$ cat src/rtl/energy_uart_tx.sv
// Sample FIFO feeding an 8N1 UART transmitter for the energy-logger link.
// Define ENERGY_UART_PARITY_EN to append an even-parity bit before the stop bit.
module energy_uart_tx #(
  parameter int CLKS_PER_BIT = 868,
  parameter int FIFO_DEPTH   = 4
) (
  input  logic       clk,
  input  logic       rst_n,
  input  logic [7:0] sample_in,
  input  logic       sample_valid,
  output logic       sample_ready,
  input  logic       ovf_clr,
  output logic       tx,
  output logic       busy,
  output logic       overflow
);

  localparam int AW = (FIFO_DEPTH > 1) ? $clog2(FIFO_DEPTH) : 1;
  localparam int CW = (CLKS_PER_BIT > 1) ? $clog2(CLKS_PER_BIT) : 1;
  localparam logic [CW-1:0] BAUD_LAST = CW'(CLKS_PER_BIT - 1);

`ifdef ENERGY_UART_PARITY_EN
  typedef enum logic [2:0] {S_IDLE, S_START, S_DATA, S_PARITY, S_STOP} state_t;
`else
  typedef enum logic [1:0] {S_IDLE, S_START, S_DATA, S_STOP} state_t;
`endif

  logic [7:0]    mem [FIFO_DEPTH];
  logic [AW:0]   wr_ptr_reg;
  logic [AW:0]   rd_ptr_reg;
  logic          fifo_full;
  logic          fifo_empty;
  logic          push;
  logic          pop;

  state_t        state_reg;
  logic [CW-1:0] baud_cnt_reg;
  logic [2:0]    bit_cnt_reg;
  logic [7:0]    shift_reg;
  logic          tx_reg;
  logic          busy_reg;
  logic          overflow_reg;
`ifdef ENERGY_UART_PARITY_EN
  logic          parity_reg;
`endif

  // Extra pointer bit distinguishes full from empty when the indices match.
  assign fifo_empty   = (wr_ptr_reg == rd_ptr_reg);
  assign fifo_full    = (wr_ptr_reg[AW] != rd_ptr_reg[AW]) &&
                        (wr_ptr_reg[AW-1:0] == rd_ptr_reg[AW-1:0]);
  assign push         = sample_valid && !fifo_full;
  assign pop          = (state_reg == S_IDLE) && !fifo_empty;
  assign sample_ready = !fifo_full;
  assign tx           = tx_reg;
  assign busy         = busy_reg;
  assign overflow     = overflow_reg;

  always_ff @(posedge clk) begin
    if (push) begin
      mem[wr_ptr_reg[AW-1:0]] <= sample_in;
    end
  end

  always_ff @(posedge clk or negedge rst_n) begin
    if (!rst_n) begin
      wr_ptr_reg   <= '0;
      rd_ptr_reg   <= '0;
      overflow_reg <= 1'b0;
    end else begin
      if (push) wr_ptr_reg <= wr_ptr_reg + (AW+1)'(1);
      if (pop)  rd_ptr_reg <= rd_ptr_reg + (AW+1)'(1);
      // A new drop outranks a simultaneous clear.
      if (sample_valid && fifo_full) overflow_reg <= 1'b1;
      else if (ovf_clr)              overflow_reg <= 1'b0;
    end
  end

  always_ff @(posedge clk or negedge rst_n) begin
    if (!rst_n) begin
      state_reg    <= S_IDLE;
      baud_cnt_reg <= '0;
      bit_cnt_reg  <= '0;
      shift_reg    <= '0;
      tx_reg       <= 1'b1;
      busy_reg     <= 1'b0;
`ifdef ENERGY_UART_PARITY_EN
      parity_reg   <= 1'b0;
`endif
    end else begin
      case (state_reg)
        S_IDLE: begin
          tx_reg       <= 1'b1;
          busy_reg     <= 1'b0;
          baud_cnt_reg <= '0;
          if (pop) begin
            shift_reg <= mem[rd_ptr_reg[AW-1:0]];
`ifdef ENERGY_UART_PARITY_EN
            parity_reg <= ^mem[rd_ptr_reg[AW-1:0]];
`endif
            tx_reg    <= 1'b0;
            busy_reg  <= 1'b1;
            state_reg <= S_START;
          end
        end
        S_START: begin
          if (baud_cnt_reg == BAUD_LAST) begin
            baud_cnt_reg <= '0;
            bit_cnt_reg  <= '0;
            tx_reg       <= shift_reg[0];
            shift_reg    <= {1'b0, shift_reg[7:1]};
            state_reg    <= S_DATA;
          end else begin
            baud_cnt_reg <= baud_cnt_reg + CW'(1);
          end
        end
        S_DATA: begin
          if (baud_cnt_reg == BAUD_LAST) begin
            baud_cnt_reg <= '0;
            if (bit_cnt_reg == 3'd7) begin
`ifdef ENERGY_UART_PARITY_EN
              tx_reg    <= parity_reg;
              state_reg <= S_PARITY;
`else
              tx_reg    <= 1'b1;
              state_reg <= S_STOP;
`endif
            end else begin
              bit_cnt_reg <= bit_cnt_reg + 3'd1;
              tx_reg      <= shift_reg[0];
              shift_reg   <= {1'b0, shift_reg[7:1]};
            end
          end else begin
            baud_cnt_reg <= baud_cnt_reg + CW'(1);
          end
        end
`ifdef ENERGY_UART_PARITY_EN
        S_PARITY: begin
          if (baud_cnt_reg == BAUD_LAST) begin
            baud_cnt_reg <= '0;
            tx_reg       <= 1'b1;
            state_reg    <= S_STOP;
          end else begin
            baud_cnt_reg <= baud_cnt_reg + CW'(1);
          end
        end
`endif
        S_STOP: begin
          if (baud_cnt_reg == BAUD_LAST) begin
            baud_cnt_reg <= '0;
            busy_reg     <= 1'b0;
            state_reg    <= S_IDLE;
          end else begin
            baud_cnt_reg <= baud_cnt_reg + CW'(1);
          end
        end
        default: begin
          state_reg <= S_IDLE;
          tx_reg    <= 1'b1;
          busy_reg  <= 1'b0;
        end
      endcase
    end
  end

endmodule

$ cat config.mk
export PLATFORM = sky130hd
export DESIGN_NAME = energy_uart_tx
export DESIGN_NICKNAME = d
export VERILOG_FILES = /design/src/rtl/energy_uart_tx.sv
export SDC_FILE = /design/constraint.sdc
export NUM_CORES = 1
export LEC_CHECK = 0
export ABC_CLOCK_PERIOD_IN_PS = 2250
export CAP_MARGIN = 0
export CELL_PAD_IN_SITES_DETAIL_PLACEMENT = 0
export CELL_PAD_IN_SITES_GLOBAL_PLACEMENT = 1
export CORE_MARGIN = 2
export CORE_UTILIZATION = 47
export DETAILED_ROUTE_END_ITERATION = 10
export PLACE_DENSITY = 0.8
export SLEW_MARGIN = 15
export SYNTH_ARGS = -nofsm -noshare
export SYNTH_HDL_FRONTEND = slang
export SYNTH_SLANG_ARGS = --single-unit
export TNS_END_PERCENT = 5
$ cat constraint.sdc
create_clock -name clk -period 2.25 [get_ports clk]
set_clock_uncertainty 0.15 [all_clocks]
set_input_delay 0.45 -clock clk [delete_from_list [all_inputs] [get_ports clk]]
set_output_delay 0.45 -clock clk [all_outputs]
set_load 0.01 [all_outputs]
==> metrics.md <==
| Metric | Value |
|---|---|
| Status | `complete, no violations` |
| Most frequent cells in the layout | `edfxtp_1, dfrtp_1, nor2_1, clkdlybuf4s50_1, ha_1` |
| Final Max Tran Viols | `0` |
| Largest net degree at the start of global routing | `33` |
| Worst-path fanout max | `6` |
| R2r worst-path depth | `4` |
| Num rows | `29` |
| Hold Crit Class | `flop to flop` |
| Hold buffer count at CTS | `0` |
| Crit path required time | `between 2 and 2.5 ns` |
| R2R setup slack | `about 0.22 ns` |
| Mean routed wirelength per cell | `~15 um` |
| Die Span Y | `83.87 um` |
| Worst flop-to-flop path endpoint | `state_reg[1]` |
| Vias in the first global route | `~1800` |
| Initial detailed-routing violation count | `74` |
| Register bit total from synthesis | `64` |
| IO Count | `16` |
| Placed insts | `approximately 300` |
| Area Growth Syn to Fin | `15.98%` |
| CP endpoint kind | `flop` |
| Via count | `1655` |
| Critical Path AT | `approximately 2.1 ns` |
| Slew @ Worst Pin | `approximately 0.45 ns` |
| Syn_nets | `235` |
| Residual DRC | `0` |
| Area of the core | `6241 sq um` |
| First-pass GRT wire length | `around 8.4 mm` |
| Layout cells sized above 1 | `about 24%` |
| Number of filler cells placed in the layout | `~530` |
| Setup CP Type | `flop to flop` |
| Avg Cell Area, Syn | `between 10 and 15 sq um` |
| Max Buffers Root-to-Sink | `2` |
| GRT Total Usage | `15.47%` |
| CTS tree | `yes` |
| Unrepaired setup endpoints after global routing | `no` |
| Die footprint | `between 7000 and 8000 sq um` |
| Final setup viols | `0` |
| Post-Synthesis Cell Area | `2998 sq um` |
| Post-synthesis cell count | `210` |
| Dpl hpwl | `around 3.3 mm` |
| GPL Wtd Cong | `0.7243` |
| Pwr/cell area | `roughly 1400 nW/um^2` |
| Clock sinks | `64` |
| Fin crit share | `90.14%` |
| Synth unique cells | `36` |
| F_max | `slightly below 0.5 GHz` |
| Synth warnings | `0` |
| Final wirelength | `around 4.7 mm` |
| Max IR drop VDD | `roughly 0.00074 V` |
| Drt first pass iters | `4` |
| Setup crit start | `baud_cnt_reg[4]` |
| Slew margin rel. | `a little over two thirds` |
| Grt ovf | `0` |
| Root Driver | `clkbuf_8` |
| Max FFs per register | `32` |
| Worst skew pair latency | `between 0.3 and 0.4 ns` |
| Final TNS setup | `0 ns` |
| Port bufs | `15` |
| Post-route ant nets | `0` |
| Tmin final | `2.028 ns` |
| Final worst slack | `roughly 0.22 ns` |
| Vias per inst | `roughly 5.2` |
| Cts bufs inserted | `9` |
| Sequential element share of the synthesized area | `~59%` |
| LEAKAGE | `1.393 nW` |
| Initial Util | `approximately half` |
| Worst R2R Start | `baud_cnt_reg[4]` |
| Diodes inserted | `0` |
| Fin cells | `around 320` |
| Fin. Hold Viols | `0` |
| Final nets | `roughly 260` |
| Commonest non-fill, non-tap cell in the layout | `edfxtp_1` |
| Die width | `~84 um` |
| Place WS | `0.08634 ns` |
| Crit start category | `flop` |
| H-tree lvl count | `3` |
| Setup crit end | `state_reg[1]` |
| Antenna violations before repair | `0` |
| Total of max-cap violations | `0` |
| Clock slew at reported path FFs | `around 0.080 ns` |
-- per-layer routing --
metal	part of all wire [%]	wire, um	GRT usage, %	vias up
met4	2.4	114	7.918	0
met1	48	2252	20.56	803
li1	-	-	-	818
met2	46	2165	23.85	22
met3	2.9	136	3.660	12
met5	0	0	0	-
-- power breakdown --
group	switching, mW	total (mW)	internal, mW	leakage, nW
sequential	0.234	1.84	1.60	0.696
combinational	0.925	2.05	1.12	0.600
clock	0.476	0.998	0.522	0.0964
total	1.64	4.88	3.25	1.39
-- metrics by stage --
stage / util (%) / area, sq um / hold slack, ns / power [mW]
floorplan: - / 2998 / 0.004409 / 3.405
global placement: 52.02 / 3247 / 0.3105 / 3.829
detailed placement: 52.02 / 3247 / 0.3212 / 3.870
CTS: 55.53 / 3466 / 0.3326 / 4.942
global route: 55.71 / 3477 / 0.3433 / 5.237
finish: 55.71 / 3477 / 0.3227 / 4.884
-- worst max-delay path, cell delays in order (launching register included) --
cell      delay, ns
dfrtp_1        0.44
nor4bb_4       0.31
and4_1         0.41
o221a_2        0.27
mux2_2         0.32
-- worst min path at each step --
stage | startpoint | to | slack (ns) | cells after the start
floorplan | rst_n | baud_cnt_reg[0] | 0.004 | 0
global placement | tx | tx | 0.31 | 2
detailed placement | tx | tx | 0.32 | 2
CTS | tx | tx | 0.33 | 2
global route | tx | tx | 0.34 | 2
finish | tx | tx | 0.32 | 2
-- kinds of logic (layout without fill, tap and decap cells) --
kind of cell,Yosys count,count (layout),share of synthesized area (%)
XOR/XNOR,16,16,5.175
multiplexers,25,25,13.36
AO/OA/AOI/OAI,18,18,4.424
adder cells (fa/ha/maj),13,13,5.426
buffers and inverters,18,50,2.796
AND/OR/NAND/NOR,56,56,10.02
flip-flops,64,64,58.81
-- synthesized netlist by cell type --
cell / n / area [sq um]
xnor2_1: 7 / 61.31
dfrtp_1: 31 / 775.7
mux2_4: 8 / 120.1
nand3_1: 11 / 55.05
xnor2_2: 2 / 32.53
o21ai_0: 7 / 35.03
clkbuf_1: 4 / 15.01
xor2_1: 7 / 61.31
o32a_1: 1 / 10.01
edfxtp_1: 32 / 960.9
mux2i_1: 1 / 10.01
nor2_1: 16 / 60.06
buf_6: 2 / 22.52
a31oi_2: 1 / 12.51
inv_1: 11 / 41.29
a31o_2: 1 / 8.760
o221a_2: 1 / 11.26
nand2_1: 8 / 30.03
and3_2: 1 / 7.510
mux2_2: 8 / 90.09
a31oi_1: 1 / 6.260
nor3_1: 3 / 15.01
nand4_1: 5 / 31.28
nor2b_1: 1 / 6.260
nand4b_1: 2 / 17.52
and2_1: 6 / 37.54
mux4_2: 8 / 180.2
dfstp_2: 1 / 26.28
a21oi_1: 3 / 15.01
nor4bb_4: 1 / 25.02
o22ai_1: 2 / 12.51
and4_1: 1 / 8.760
nand2b_1: 1 / 6.260
buf_2: 1 / 5.000
ha_1: 13 / 162.7
o211ai_4: 1 / 21.27
-- repair_timing --
action	4_1_cts	5_1_grt
setup endpoints to repair	1	1
pin swaps	2	0
buffers inserted	2	0
gates resized for setup	0	3
-- layout make-up --
type | count | area, sq um | share of cell area [%]
Sequential cell | 64 | 1764 | 50.74
Multi-Input combinational cell | 128 | 1159 | 33.32
Timing Repair Buffer | 23 | 212.7 | 6.117
Clock buffer | 9 | 123.9 | 3.562
Tap cell | 77 | 96.34 | 2.771
Clock inverter | 7 | 80.08 | 2.303
Inverter | 11 | 41.29 | 1.187
No activity file was read; power rests on OpenSTA's default activity.
==> RTL change: new RTL, same flow settings <==
The option `ENERGY_UART_PARITY_EN` is turned on by a define.
--- a/src/rtl/energy_uart_tx.sv
+++ b/src/rtl/energy_uart_tx.sv
@@ -1,4 +1,6 @@
 // Sample FIFO feeding an 8N1 UART transmitter for the energy-logger link.
 // Define ENERGY_UART_PARITY_EN to append an even-parity bit before the stop bit.
+`define ENERGY_UART_PARITY_EN
+
 module energy_uart_tx #(
   parameter int CLKS_PER_BIT = 868,
Behaviour: no difference found for any inputs over 10 cycles, from zero or initial values and one cycle with rst_n low; that may be too few to reach the edited logic, so the function may still have changed.
==> RTL change against the unedited design <==
- setup slack worse by 180 ps
- wire length is 16% higher
- die area is 1.4% higher
- largest cell class unchanged
- fmax is 8.3% lower
- design area is 4.1% higher
- sequential cell count is 2 higher
- non-clock buffer count is 9 higher
- final cell count is 9.1% higher
- synthesized area is 1.5% higher
Power is not compared: it rests on default switching activity, and its combinational part moved more than twofold at a synthesized area within 25%.
==> RTL change: results (changes against the unedited design) <==
Status
  • Run status: complete, no violations

GRT
  • GRT Resource Usage Total: 0.169 (+0.0138)
  • Number of global-route vias before repair: 1,860 (+4.0%)
  • Largest net degree at the start of global routing: 35 (+6.1%)
  • Global-route wire length before repair: 9.23 mm (+9.9%)
  • GR Util met1: 0.237 (+0.0317)

Finish
  • Seq/total area: 0.501 (-0.00634)
  • Storage cell area: 1810 sq um (+2.8%)
  • Clk tree area frac: 0.0571 (-0.00160)
  • Fin nets: 286 (+9.2%)
  • Multi-Input Combinational: 149 (+16%)
  • Non-clock buffer count: 32 (+39%)
  • Multi-input logic area: 1180 sq um (+2.2%)
  • Filler Cell Count: 539 (+1.3%)

Logic synthesis
  • Synth Area in Compound Gates: 0.0761 (+0.0319)
  • Sequential cell area fraction in the yosys report: 0.596 (+0.00799)
  • Post-synth top cells: 33 x dfrtp_1, 32 x edfxtp_1, 28 x nand2_1
  • Yosys cell types: 39 (+8.3%)
  • Cells after Synth: 229 (+9.0%)
  • Syn nets: 249 (+6.0%)
  • Multiplexer share of the synthesized area: 0.124 (-0.00933)

Min path
  • Worst hold start: parity_reg

Placed design
  • Placed insts: 332 (+10%)
  • DP Wirelength: 3.72 mm (+13%)

Drt
  • Post-Route WL: 5.42 mm (+16%)
  • Number of vias per cell: 5.38 (+3.7%)
  • Routed len/inst: 15.6 um (+6.4%)
  • WL met3: 159 um (+17%)
  • WL met2: 2.50 mm (+15%)

Worst setup path
  • R2R cell count: 6 (+2)
  • Worst setup startpoint: baud_cnt_reg[0]

STA
  • Fmax: 0.452 GHz (-8.3%)
  • WHS: 344 ps (+20.9 ps)

Clock tree
  • CTS Sinks: 66 (+3.1%)
  • Post-CTS sizing: 2 (+2)
-- RTL change: cells by family (layout without fill, tap and decap cells) --
logic type	Yosys count	after routing
flip-flops	66	66
AND/OR/NAND/NOR	65	65
multiplexers	26	26
buffers and inverters	14	56
AO/OA/AOI/OAI	35	35
XOR/XNOR	15	15
adder cells (fa/ha/maj)	8	8
-- RTL change: worst reg2reg max path, stage by stage, from the launching register on --
cell	delay, ps
dfrtp_1	360
ha_1	160
or4b_4	480
nor4_4	180
nand2_2	100
a22oi_4	290
mux2_2	370
-- RTL change: power groups by stage --
| stage | registers, mW | logic [mW] | clock network, mW |
|---|---|---|---|
| 3_5_place_dp | 1.51 | 0.450 | 0 |
| 5_1_grt | 1.50 | 0.489 | 1.11 |
| 2_1_floorplan | 1.50 | 0.288 | 0 |
| 3_3_place_gp | 1.50 | 0.446 | 0 |
| 6_report | 1.49 | 0.440 | 1.04 |
| 4_1_cts | 1.49 | 0.449 | 1.06 |
